## config.mk

```make
export PLATFORM = sky130hd
export DESIGN_NAME = serial_tx
export DESIGN_NICKNAME = d
export VERILOG_FILES = /design/src/rtl/serial_tx.sv
export SDC_FILE = /design/constraint.sdc
export NUM_CORES = 1
export LEC_CHECK = 0
export ABC_AREA = 1
export CORE_AREA = 2 2 53 55
export DETAILED_ROUTE_END_ITERATION = 8
export DIE_AREA = 0 0 55 57
export PLACE_DENSITY = 0.65
export SLEW_MARGIN = 0
export SYNTH_ARGS = -nofsm -noshare
export SYNTH_HDL_FRONTEND = slang
export SYNTH_SLANG_ARGS = --single-unit
export TNS_END_PERCENT = 20
```

## constraint.sdc

```tcl
create_clock -name clk -period 3.14 [get_ports clk]
set_input_delay 0.785 -clock clk [delete_from_list [all_inputs] [get_ports clk]]
set_output_delay 0.785 -clock clk [all_outputs]
set_load 0.02 [all_outputs]
```

## src/rtl/serial_tx.sv

```systemverilog
// Serial frame transmitter: start bit, DATA_W data bits LSB first, optional even
// parity bit, one stop bit; each bit is held CLKS_PER_BIT clock cycles.
module serial_tx #(
  parameter int DATA_W       = 8,
  parameter int CLKS_PER_BIT = 4,
  parameter int PARITY_EN    = 0
) (
  input  logic              clk,
  input  logic              rst,
  input  logic [DATA_W-1:0] data_in,
  input  logic              valid,
  output logic              ready,
  output logic              dout,
  output logic              busy,
  output logic              done
);

  localparam int CW = (CLKS_PER_BIT > 1) ? $clog2(CLKS_PER_BIT) : 1;
  localparam int BW = (DATA_W > 1) ? $clog2(DATA_W) : 1;

  typedef enum logic [2:0] {
    IDLE   = 3'd0,
    START  = 3'd1,
    DATA   = 3'd2,
    PARITY = 3'd3,
    STOP   = 3'd4
  } state_t;

  state_t            state, state_nxt;
  logic [CW-1:0]     cyc, cyc_nxt;
  logic [BW-1:0]     bit_idx, bit_nxt;
  logic [DATA_W-1:0] word, word_nxt;
  logic              dout_nxt;
  logic              done_nxt;
  logic              cyc_last;
  logic              bit_last;

  assign cyc_last = (cyc == CW'(CLKS_PER_BIT - 1));
  assign bit_last = (bit_idx == BW'(DATA_W - 1));
  assign ready    = (state == IDLE);
  assign busy     = (state != IDLE);

  always_comb begin
    state_nxt = state;
    cyc_nxt   = cyc;
    bit_nxt   = bit_idx;
    word_nxt  = word;
    done_nxt  = 1'b0;
    case (state)
      IDLE: begin
        if (valid) begin
          word_nxt  = data_in;
          state_nxt = START;
          cyc_nxt   = '0;
          bit_nxt   = '0;
        end
      end
      START: begin
        if (cyc_last) begin
          cyc_nxt   = '0;
          bit_nxt   = '0;
          state_nxt = DATA;
        end else begin
          cyc_nxt = cyc + CW'(1);
        end
      end
      DATA: begin
        if (cyc_last) begin
          cyc_nxt = '0;
          if (bit_last) begin
            bit_nxt   = '0;
            state_nxt = (PARITY_EN != 0) ? PARITY : STOP;
          end else begin
            bit_nxt = bit_idx + BW'(1);
          end
        end else begin
          cyc_nxt = cyc + CW'(1);
        end
      end
      PARITY: begin
        if (cyc_last) begin
          cyc_nxt   = '0;
          state_nxt = STOP;
        end else begin
          cyc_nxt = cyc + CW'(1);
        end
      end
      STOP: begin
        if (cyc_last) begin
          cyc_nxt   = '0;
          state_nxt = IDLE;
          done_nxt  = 1'b1;
        end else begin
          cyc_nxt = cyc + CW'(1);
        end
      end
      default: begin
        state_nxt = IDLE;
        cyc_nxt   = '0;
        bit_nxt   = '0;
      end
    endcase
  end

  // Line level follows the state being entered so dout stays a plain flop.
  always_comb begin
    dout_nxt = 1'b1;
    case (state_nxt)
      IDLE:    dout_nxt = 1'b1;
      START:   dout_nxt = 1'b0;
      DATA:    dout_nxt = word[bit_nxt];
      PARITY:  dout_nxt = ^word;
      STOP:    dout_nxt = 1'b1;
      default: dout_nxt = 1'b1;
    endcase
  end

  always_ff @(posedge clk) begin
    if (rst) begin
      state   <= IDLE;
      cyc     <= '0;
      bit_idx <= '0;
      word    <= '0;
      dout    <= 1'b1;
      done    <= 1'b0;
    end else begin
      state   <= state_nxt;
      cyc     <= cyc_nxt;
      bit_idx <= bit_nxt;
      word    <= word_nxt;
      dout    <= dout_nxt;
      done    <= done_nxt;
    end
  end

endmodule

```

==> qor.yml <==
floorplan:
  row_count: 19
  placeableCoreArea_mm2: 0.002615
  die_y_um: 57
  fp.dieArea_mm2: 0.003135
  floorplan.initialDensity: 0.4201
  dieWidth_um: 55
  num_io_pins: 15
clock_network:
  cell_at_the_root_of_the_clock_tree: "clkbuf_4"
  cts_num_sinks: 18
  cts.repair_timing.setup_buffer_count: 0
  worst_setup_hold_path_clk_slew_ns: 0.10
  ctsResizeCount: 0
  cts_inserted_buffers: 3
  worstSkewPairLatency_ns: 0.30
  clockBufferDepth: 2
  htreeDepth: 1
  cts.hold.buffers_added: 0
  tritoncts: "done"
route:
  drtIter0Drc: 9
  detail-route-antenna-nets: 0
  route.detailed.drc: 0
  firstDrtPassIters: 4
  drt-total-wl_mm: 2.338
  detail_route.wl_per_cell_um: 12.18
  via_per_inst: 5.292
  dr_total_vias: 1016
cells_and_area:
  final_design_area_no_fill_mm2: 0.001284
  insertedDiodeCount: 0
  ff_latch_area_um2: 360.3
  multi_input_comb_area_um2: 678.2
  layout-area-overhead-vs-synth_pct: 16.86
  drive_gt1_frac: 0.1553
  layout.filler_cells: 268
  finalNetCount: 177
global_route:
  grt_max_degree: 18
  antenna_found_initial: 0
  wire_length_of_the_first_global_routing_pass_mm: 4.029
  track_usage: 0.1737
  globalRoute.totalOverflow: 0
  number_of_global_route_vias_before_repair: 950
placement:
  dp.final_hpwl_mm: 1.766
  port_buffers: 14
  globalplace.congestion: 0.8251
  place_area_mm2: 0.001261
critical_path:
  critPathArrivalTime_ns: 1.76
  endpoint_kind: "output pin"
  setup.worst_path.start_class: "flop"
  crit_path_max_incr_delay_ns: 0.64
  crit_fanout: 10
  crit_required_ns: 2.35
  worstPathCellList: "nor2_4, nand2_4, inv_2, clkdlybuf4s50_1"
  slowest_stage: "clkdlybuf4s50_1"
  worst-setup-path-type: "flop to output pin"
sta:
  setup_viol_count_final: 0
  max_slew_headroom: 0.5773
  rsz0062_at_grt: "no"
  final.setup_skew_ns: 0.004133
  final.setup.tns_ns: 0
  whs_ns: 0.4816
  timing.final.crit_share: 0.8104
  hold_violations: 0
  timing.final.max_slew_violations: 0
  final_period_minus_worst_setup_slack_ns: 2.545
  maxClockFrequency_mhz: 393.0
  worstMarginPinSlew_ns: 0.6321
yosys:
  postSynthNetCount: 162
  synth_seq_cells: 18
  synth.top_cells.by_area: "dfxtp_1 33%, nand2_1 12%, nand3_1 7.3%"
  post-synth-top-area-fraction: 0.3280
  synth_most_common_cell: "nand2_1"
  synth-edff-count: 0
  netlist-cell-type-count: 31
  yosys.area.top_type: "dfxtp_1"
  synthesis.yosys.warnings: 0
  syn-mean-instance-area_um2: 7.423
  synthCells: 148
  synth.cell_area_mm2: 0.001099
  ys_top_cells_by_count: "35 x nand2_1, 18 x dfxtp_1, 16 x nand3_1"
  synth_flop_cell: "dfxtp_1"
  synth.yosys.seq_area_share: 0.3280
  async_reset_ff_frac: 0
power:
  peak_supply_drop_v: 0.0001807
  pwr_density_cell_mw_per_mm2: 356.4
  total_leakage_power_nw: 0.5106
  power_total_mw: 0.4576
status:
  status: "completed"
flow_run:
  cap_violations: 0
worst_hold_path:
  min-delay-path-class: "flop to flop"
[metrics by stage]
step	std cells	setup WS, ns	util
2_1_floorplan	148	1.429	-
3_3_place_gp	189	0.7266	0.4823
3_5_place_dp	189	0.6572	0.4823
4_1_cts	192	0.5763	0.4909
5_1_grt	192	0.5247	0.4909
6_report	192	0.5953	0.4909
[worst max-delay path, delay by kind of cell (launching register included)]
family,cells,cell delay (ns)
AND/OR/NAND/NOR,2,0.28
buffers and inverters,2,0.79
flip-flops,1,0.41
[logic make-up after synthesis]
kind of cell | synth area share
simple gates | 0.3918
fa+ha+maj | 0.03417
xor+xnor | 0.05581
buf+inv | 0.05467
flops | 0.3280
compound gates | 0.1355
[sequential cells by signal, indices dropped and copies added (netlist names)]
name	count
bit_idx	3
cyc	2
done	1
dout	1
state	3
word	8
[worst paths after layout]
| path | startpoint | endpoint | slack [ns] | cells past startpoint |
|---|---|---|---|---|
| max | state[0] | ready | 0.60 | 4 |
| min reg2reg | cyc[1] | cyc[1] | 0.48 | 2 |
| min | cyc[1] | cyc[1] | 0.48 | 2 |
| max reg2reg | bit_idx[0] | dout | 1.38 | 11 |
[report_power, final]
part / switching, mW / internal (mW) / total, mW
Sequential: 0.0109 / 0.239 / 0.250
Combinational: 0.0458 / 0.0442 / 0.0901
Clock: 0.0726 / 0.0447 / 0.117
[layout by cell type, fill, tap and decap left out]
master and n:
nand2_4 1, nor3_1 3, or2_4 1, nor2_8 1, nor2_1 5, dfxtp_1 18, nand3_2 4, xnor2_1 6
clkdlybuf4s50_1 14, a21oi_1 13, a31oi_1 2, o21ba_2 1, xor2_1 1, clkbuf_4 3, nand3_1 16, o21ai_0 3
nand2_2 2, nand4_1 6, or2_2 1, o21ai_1 1, o21ai_2 2, inv_4 1, inv_1 8, a211oi_1 1
nor2_2 3, nand2_1 35, a21oi_4 1, nand3b_1 1, inv_2 2, ha_1 3, nor2_4 2
[routing by layer]
layer / GRT usage / up-vias / share of wire
met4: 0.08362 / 0 / 0.025
met5: 0 / - / 0
li1: - / 529 / -
met3: 0.02356 / 5 / 0.028
met1: 0.2327 / 465 / 0.48
met2: 0.2704 / 17 / 0.47
[layout make-up]
type | count | area share
multi-input combinational | 115 | 0.5283
sequential | 18 | 0.2807
timing repair buffer | 14 | 0.1092
inverter | 11 | 0.03411
tap | 31 | 0.03021
clock buffer | 3 | 0.01754
(Power assumes the default switching activity.)
